==> config.mk <==
export PLATFORM = sky130hd
export DESIGN_NAME = core_mem_ctrl
export DESIGN_NICKNAME = d
export VERILOG_FILES = /design/src/rtl/core_mem_ctrl.sv
export SDC_FILE = /design/constraint.sdc
export NUM_CORES = 1
export LEC_CHECK = 0
export ABC_CLOCK_PERIOD_IN_PS = 2630
export CAP_MARGIN = 20
export CORE_MARGIN = 2
export CORE_UTILIZATION = 41
export DETAILED_ROUTE_END_ITERATION = 6
export PLACE_DENSITY = 0.82
export SLEW_MARGIN = 20
export SYNTH_ARGS = -nofsm -noshare
export SYNTH_HDL_FRONTEND = slang
export SYNTH_SLANG_ARGS = --single-unit
==> constraint.sdc <==
create_clock -name clk -period 2.63 [get_ports clk]
set_input_delay 0.526 -clock clk [delete_from_list [all_inputs] [get_ports clk]]
set_output_delay 0.526 -clock clk [all_outputs]
set_load 0.03 [all_outputs]
==> src/rtl/core_mem_ctrl.sv <==
// rtl/core_mem_ctrl.sv - MEM-stage data-memory sequencer driving one L1D transaction per load/store
module core_mem_ctrl #(
  parameter int unsigned TIMEOUT = 255
) (
  input  logic        clk,
  input  logic        rst,
  input  logic        mem_req_val,
  input  logic        mem_req_we,
  input  logic [2:0]  mem_req_size,
  input  logic [31:0] mem_req_addr,
  input  logic [31:0] mem_req_wdata,
  input  logic [31:0] mem_cach_bound_in,
  input  logic        mem_kill,
  output logic        l1d_req_val,
  input  logic        l1d_req_ack,
  output logic [2:0]  l1d_req_cop,
  output logic [2:0]  l1d_req_size,
  output logic [31:0] l1d_req_addr,
  output logic [31:0] l1d_req_wdata,
  input  logic        l1d_resp_val,
  input  logic [31:0] l1d_resp_data,
  output logic        mem_stall,
  output logic [31:0] mem_rdata_out,
  output logic        mem_rdata_val,
  output logic        mem_err_out
);

  typedef enum logic [1:0] {
    S_IDLE,
    S_REQ,
    S_RESP,
    S_DONE
  } state_t;

  // Last counter value spent waiting in RESP before declaring a timeout.
  localparam logic [7:0] TO_LAST = 8'(TIMEOUT - 1);

  state_t      state;
  logic        we_q;
  logic        nc_q;
  logic        killed_q;
  logic        err_q;
  logic [7:0]  cnt_q;

  logic        illegal;
  logic        req_nc;
  logic        kill_now;

  // Decode alignment/size legality and cacheability of the incoming op.
  always_comb begin
    illegal  = (mem_req_size > 3'd2)
            || ((mem_req_size == 3'd1) && mem_req_addr[0])
            || ((mem_req_size == 3'd2) && (mem_req_addr[1:0] != 2'b00));
    req_nc   = (mem_req_addr >= mem_cach_bound_in);
    // A kill seen in the same cycle as the response still suppresses the data.
    kill_now = killed_q | mem_kill;
  end

  // Pipeline hold: asserted from acceptance until the op reaches DONE.
  always_comb begin
    mem_stall = ((state == S_IDLE) && mem_req_val && !mem_kill)
             || (state == S_REQ)
             || (state == S_RESP);
  end

  // Sequencer FSM with registered L1D request and MEM-side result outputs.
  always_ff @(posedge clk) begin
    if (rst) begin
      state         <= S_IDLE;
      we_q          <= 1'b0;
      nc_q          <= 1'b0;
      killed_q      <= 1'b0;
      err_q         <= 1'b0;
      cnt_q         <= 8'd0;
      l1d_req_val   <= 1'b0;
      l1d_req_cop   <= 3'd0;
      l1d_req_size  <= 3'd0;
      l1d_req_addr  <= 32'd0;
      l1d_req_wdata <= 32'd0;
      mem_rdata_out <= 32'd0;
      mem_rdata_val <= 1'b0;
      mem_err_out   <= 1'b0;
    end else begin
      mem_rdata_val <= 1'b0;
      mem_err_out   <= 1'b0;
      case (state)
        S_IDLE: begin
          if (mem_req_val && !mem_kill) begin
            we_q          <= mem_req_we;
            nc_q          <= req_nc;
            killed_q      <= 1'b0;
            cnt_q         <= 8'd0;
            l1d_req_size  <= mem_req_size;
            l1d_req_addr  <= mem_req_addr;
            l1d_req_wdata <= mem_req_wdata;
            // {nc,we} maps directly onto RD/WR/RD_NC/WR_NC.
            l1d_req_cop   <= {1'b0, req_nc, mem_req_we};
            if (illegal) begin
              err_q       <= 1'b1;
              mem_err_out <= 1'b1;
              state       <= S_DONE;
            end else begin
              err_q       <= 1'b0;
              l1d_req_val <= 1'b1;
              state       <= S_REQ;
            end
          end
        end
        S_REQ: begin
          if (l1d_req_ack) begin
            // Ack beats a same-cycle kill: the transaction is already issued.
            l1d_req_val <= 1'b0;
            killed_q    <= kill_now;
            if (we_q) begin
              state <= S_DONE;
            end else begin
              cnt_q <= 8'd0;
              state <= S_RESP;
            end
          end else if (mem_kill) begin
            l1d_req_val <= 1'b0;
            state       <= S_IDLE;
          end
        end
        S_RESP: begin
          killed_q <= kill_now;
          if (l1d_resp_val) begin
            if (!kill_now) begin
              mem_rdata_out <= l1d_resp_data;
              mem_rdata_val <= 1'b1;
            end
            state <= S_DONE;
          end else if (cnt_q == TO_LAST) begin
            err_q       <= 1'b1;
            mem_err_out <= !kill_now;
            state       <= S_DONE;
          end else begin
            cnt_q <= cnt_q + 8'd1;
          end
        end
        default: begin
          state <= S_IDLE;
        end
      endcase
    end
  end

  logic unused_ok;
  assign unused_ok = nc_q ^ err_q;

endmodule

* After elaboration in Yosys (flattened, before gate mapping) *
Index checks and enable logic that the tools add are counted.

word-level totals
  register bits after elaboration = 116
  output and inout port bits = 106

cells by class
  add/subtract/negate cells = 1
  $lt $le $gt $ge = 2
  equality and inequality tests = 13
  muxes and demuxes = 28
  bitwise gates (word level) = 4
  reductions and logical operators = 22

operators by type and width
  cell                                                 count
  two-way mux 8 bit                                    5
  greater-or-equal comparator 32 bit                   1
  case mux 8 bit (3 select lines)                      1
  two-way mux 1 bit                                    12
  two-way mux 2 bit                                    6
  != test 2 bit (second input constant)                5
  AND reduction 3 bit                                  3
  adder 8 x 1 -> 8 bit (second input constant)         1
  == test 8 bit (second input constant)                1
  case mux 2 bit (3 select lines)                      1
  AND reduction 6 bit                                  1
  logical AND 1 bit                                    5
  logical OR 1 bit                                     4
  case mux 1 bit (2 select lines)                      2
  AND reduction 4 bit                                  1
  nonzero test 2 bit                                   2
  == test 3 x 1 -> 1 bit (second input constant)       1
  == test 3 x 2 -> 1 bit (second input constant)       1
  > comparator 3 x 2 -> 1 bit (second input constant)  1
  != test 3 x 2 -> 1 bit (second input constant)       1
  != test 3 bit (second input constant)                1
  inverter 1 bit                                       3
  case mux 1 bit (3 select lines)                      1
  nonzero test 3 bit                                   1
  8 further kinds                                      9

* Longest topological paths before layout *
  depth after elaboration = 7
  gate-level depth with buffers = 9
  mapped depth without buffers = 7

* Worst setup path after synthesis *
No wires, ideal clock.

  path kind = register to output
  start point = register state[0]
  end point = output port mem_stall
  data arrival time = 1.534 ns
  data required time = 2.104 ns
  setup slack = 0.570 ns
  cell stages (with the launch flop) = 7
  path buffers = 2
  cells stage by stage = dfxtp_1 -> inv_1 -> ha_1 -> clkbuf_1 -> and2_1 -> clkbuf_1 -> or3_1

on the way
  word-level cells in the longest chain between the ends = 5

ends and longest elaborated chain
  what                             RTL line  source
  start, declared                  38        state_t state;
  start signal, assigned           69        state <= S_IDLE;
  start signal, assigned           101       state <= S_DONE;
  start signal, assigned           105       state <= S_REQ;
  zero test 2 bit                  61        mem_stall = ((state == S_IDLE) && mem_req_val && !mem_kill)
  logical AND 1 bit (2 in series)  61
  logical OR 1 bit                 62        || (state == S_REQ)
  logical OR 1 bit *               63        || (state == S_RESP);
  end, declared                    22        output logic mem_stall,

Every way passes the cells marked *; elsewhere a longest branch is shown, timed or not.

* Final worst setup path *
  start point = register state[1]
  end point = output port mem_stall

Same word-level chain as after synthesis.

==> results.sh <==
export IMPL_cts_tree="built"
export IMPL_slew_headroom=0.4832
export IMPL_fmax_mhz=405.6
export IMPL_start_util=0.4219
export IMPL_drtPass1Iterations=4
export IMPL_std_cell_rows=40
export IMPL_wl_um=14970
export IMPL_drive_gt1_frac=0.05587
export IMPL_grt_pass1_wl_um=23620
export IMPL_cp_arrival_ps=1940
export IMPL_r2r_slack_ps=520
export IMPL_r2r_start="state[1]$_SDFFE_PP0P_"
export IMPL_maxCapViolCount=0
export IMPL_clkTransAtPathRegs_ps=50
export IMPL_synth_compound_area_frac=0.1554
export IMPL_synthesis_instances=650
export IMPL_h_tree_depth=4
export IMPL_yosys_area_share_simple=0.2274
export IMPL_io_pins=244
export IMPL_dp_slack_ps=7.301
export IMPL_route_detailed_drc=0
export IMPL_synth_area_um2=5089
export IMPL_synth_xor_area_frac=0.01033
export IMPL_ys_ff_latch=115
export IMPL_min_path_type="reg -> reg"
export IMPL_synthDistinctLibCells=46
export IMPL_fin_tns_setup_ps=0
export IMPL_layout_setup_ws_ps=164.2
export IMPL_yosysWarnings=0
export IMPL_tightest_slew_ps=775.1
export IMPL_p_leak_nw=3.145
export IMPL_hold_viol=0
export IMPL_dieArea_um2=13320
export IMPL_r2r_end="cnt_q[7]$_SDFFE_PP0P_"
export IMPL_worst_path_max_fanout=10
export IMPL_fin_crit_sh=0.9376
export IMPL_grt_antenna_before_repair=0
export IMPL_ir_drop_v=0.0004303
export IMPL_hold_buffers=0
export IMPL_crit_required_ps=2100
export IMPL_clock_skew_ps=6.450
export IMPL_final_common_cell="clkdlybuf4s50_1"
export IMPL_hold_ws_ps=450.0
export IMPL_clockBufferDepth=2
export IMPL_area_growth_pct=62.95
export IMPL_cp_end_kind="output port"
export IMPL_cts_sinks=115
export IMPL_r2r_cells=7
export IMPL_numPortBuffers=242
export IMPL_synth_edff_count=0
export IMPL_p_per_area_nw_per_um2=766.0
export IMPL_insertion_delay_ps=410
export IMPL_synth_seq_area_share=0.4524
export IMPL_cts_root_buf="clkbuf_16"
export IMPL_final_nets=1058
export IMPL_synth_mux_area_frac=0.001967
export IMPL_vias=5104
export IMPL_wl_per_cell_um=14.08
export IMPL_synth_ff_type="dfxtp_1"
export IMPL_antenna_cells=0
export IMPL_status="complete, no violations"
export IMPL_async_flop_share=0
export IMPL_grt_usage=0.2272
export IMPL_worstSetupPathType="reg -> out"
export IMPL_drt_vias_per_instance=4.802
export IMPL_die_height_um=115.4
export IMPL_die_w_um=115.4
export IMPL_detail_route_antenna_nets=0
export IMPL_globalRouteOverflowTotal=0
export IMPL_synth_adder_area_share=0.09343
export IMPL_grt_pass1_vias=4897
export IMPL_layout_min_cycle_time_ps=2466
export IMPL_cts_resized=0
export IMPL_post_cts_setup_buffer_count=0
export IMPL_slew_violations=0
export IMPL_cp_start_kind="flip-flop"
export IMPL_avgSynthCellArea_um2=7.829
export IMPL_setup_viol=0
export IMPL_finalPower_w=0.006352
export IMPL_core_um2=12060
export IMPL_crit_start="state[1]$_SDFFE_PP0P_"
export IMPL_grt_max_degree=71
export IMPL_critical_path_endpoint="mem_stall"
export IMPL_synth_top_family_by_area="simple AND/OR/NAND/NOR gates"
export IMPL_syn_num_nets=826
export IMPL_hpwl_um=10650
export IMPL_drt_iter0_markers=199
export IMPL_gp_congestion=0.8258
export IMPL_cts_inserted_buffers=17
export IMPL_rsz0062_at_grt="no"
export IMPL_final_cell_mix="clkdlybuf4s50_1, nand2_1, a21oi_1, dfxtp_1"
## critical path: stages, from the launching register on
cell,delay [ps]
dfxtp_1,390
inv_1,80
ha_1,300
and2_2,250
or3_1,330
buf_4,190
## cells in the mapped netlist, drive strengths merged (3+ instances only)
library cell	number	area, um2
nand2	215	807.0
a21oi	115	575.6
dfxtp	115	2302
ha	38	475.5
inv	38	142.6
clkbuf	33	123.9
nor2	16	60.06
nand4	8	50.05
nand3	6	30.03
o21ai	6	30.02
xnor2	6	52.55
buf	5	30.02
nor3	4	20.02
a2111oi	3	26.28
and2	3	18.77
nor2b	3	26.27
nor3b	3	22.52
## state kept, by name, summed over array words and instances, names as in the netlist
signal / cells
l1d_req_val: 1
l1d_req_wdata: 32
cnt_q: 8
mem_rdata_out: 32
l1d_req_size: 3
mem_rdata_val: 1
mem_err_out: 1
killed_q: 1
state: 2
l1d_req_cop: 2
l1d_req_addr: 32
## cell type report
class	count	area (um2)
repair buffers	251	2497
clock buffers	21	470.5
clock inverters	11	175.2
multi-input cells	459	2494
fillers	987	3770
flip-flops and latches	115	2302
inverters	38	142.6
well taps	168	210.2
## report_power, final
group          internal (W)  leakage [nW]  switching, W
logic              0.000787          1.90       0.00107
clock network       0.00166         0.310      0.000813
registers           0.00192         0.934     0.0000996
total               0.00437          3.15       0.00198
## stage by stage
step | std cells | util | instance area [um2]
6_report | 1063 | 0.6874 | 8292
5_1_grt | 1063 | 0.6874 | 8292
4_1_cts | 1063 | 0.6874 | 8292
3_5_place_dp | 1031 | 0.6339 | 7646
3_3_place_gp | 1031 | 0.6339 | 7646
2_1_floorplan | 650 | - | 5089
## worst min-delay path by stage
stage | startpoint | endpoint | slack [ps] | cells after the start
global placement | l1d_req_wdata[15]$_SDFFE_PP0P_ | l1d_req_wdata[15]$_SDFFE_PP0P_ | 440 | 2
floorplan | l1d_req_cop[0]$_SDFFE_PP0P_ | l1d_req_cop[0]$_SDFFE_PP0P_ | 460 | 2
finish | l1d_req_wdata[9]$_SDFFE_PP0P_ | l1d_req_wdata[9]$_SDFFE_PP0P_ | 450 | 2
detailed placement | l1d_req_wdata[31]$_SDFFE_PP0P_ | l1d_req_wdata[31]$_SDFFE_PP0P_ | 450 | 2
global route | mem_rdata_out[12]$_SDFFE_PP0P_ | mem_rdata_out[12]$_SDFFE_PP0P_ | 460 | 2
CTS | l1d_req_wdata[31]$_SDFFE_PP0P_ | l1d_req_wdata[31]$_SDFFE_PP0P_ | 450 | 2
## layer usage
metal	global-route usage	vias to the layer above	wire [um]
li1	-	2606	-
met2	0.3852	161	7351
met5	0	-	0
met4	0.09799	0	379
met1	0.2591	2302	6156
met3	0.07907	35	1077
## cells by family (layout without fill, tap and decap cells)
| logic type | Yosys count | in the layout |
|---|---|---|
| other | 1 | 1 |
| flip-flops | 115 | 115 |
| XOR/XNOR | 6 | 6 |
| AO/OA/AOI/OAI | 142 | 142 |
| AND/OR/NAND/NOR | 271 | 271 |
| adder cells (fa/ha/maj) | 38 | 38 |
| buffers and inverters | 76 | 321 |
| multiplexers | 1 | 1 |
Note: power is estimated with default switching activity, not from simulation.
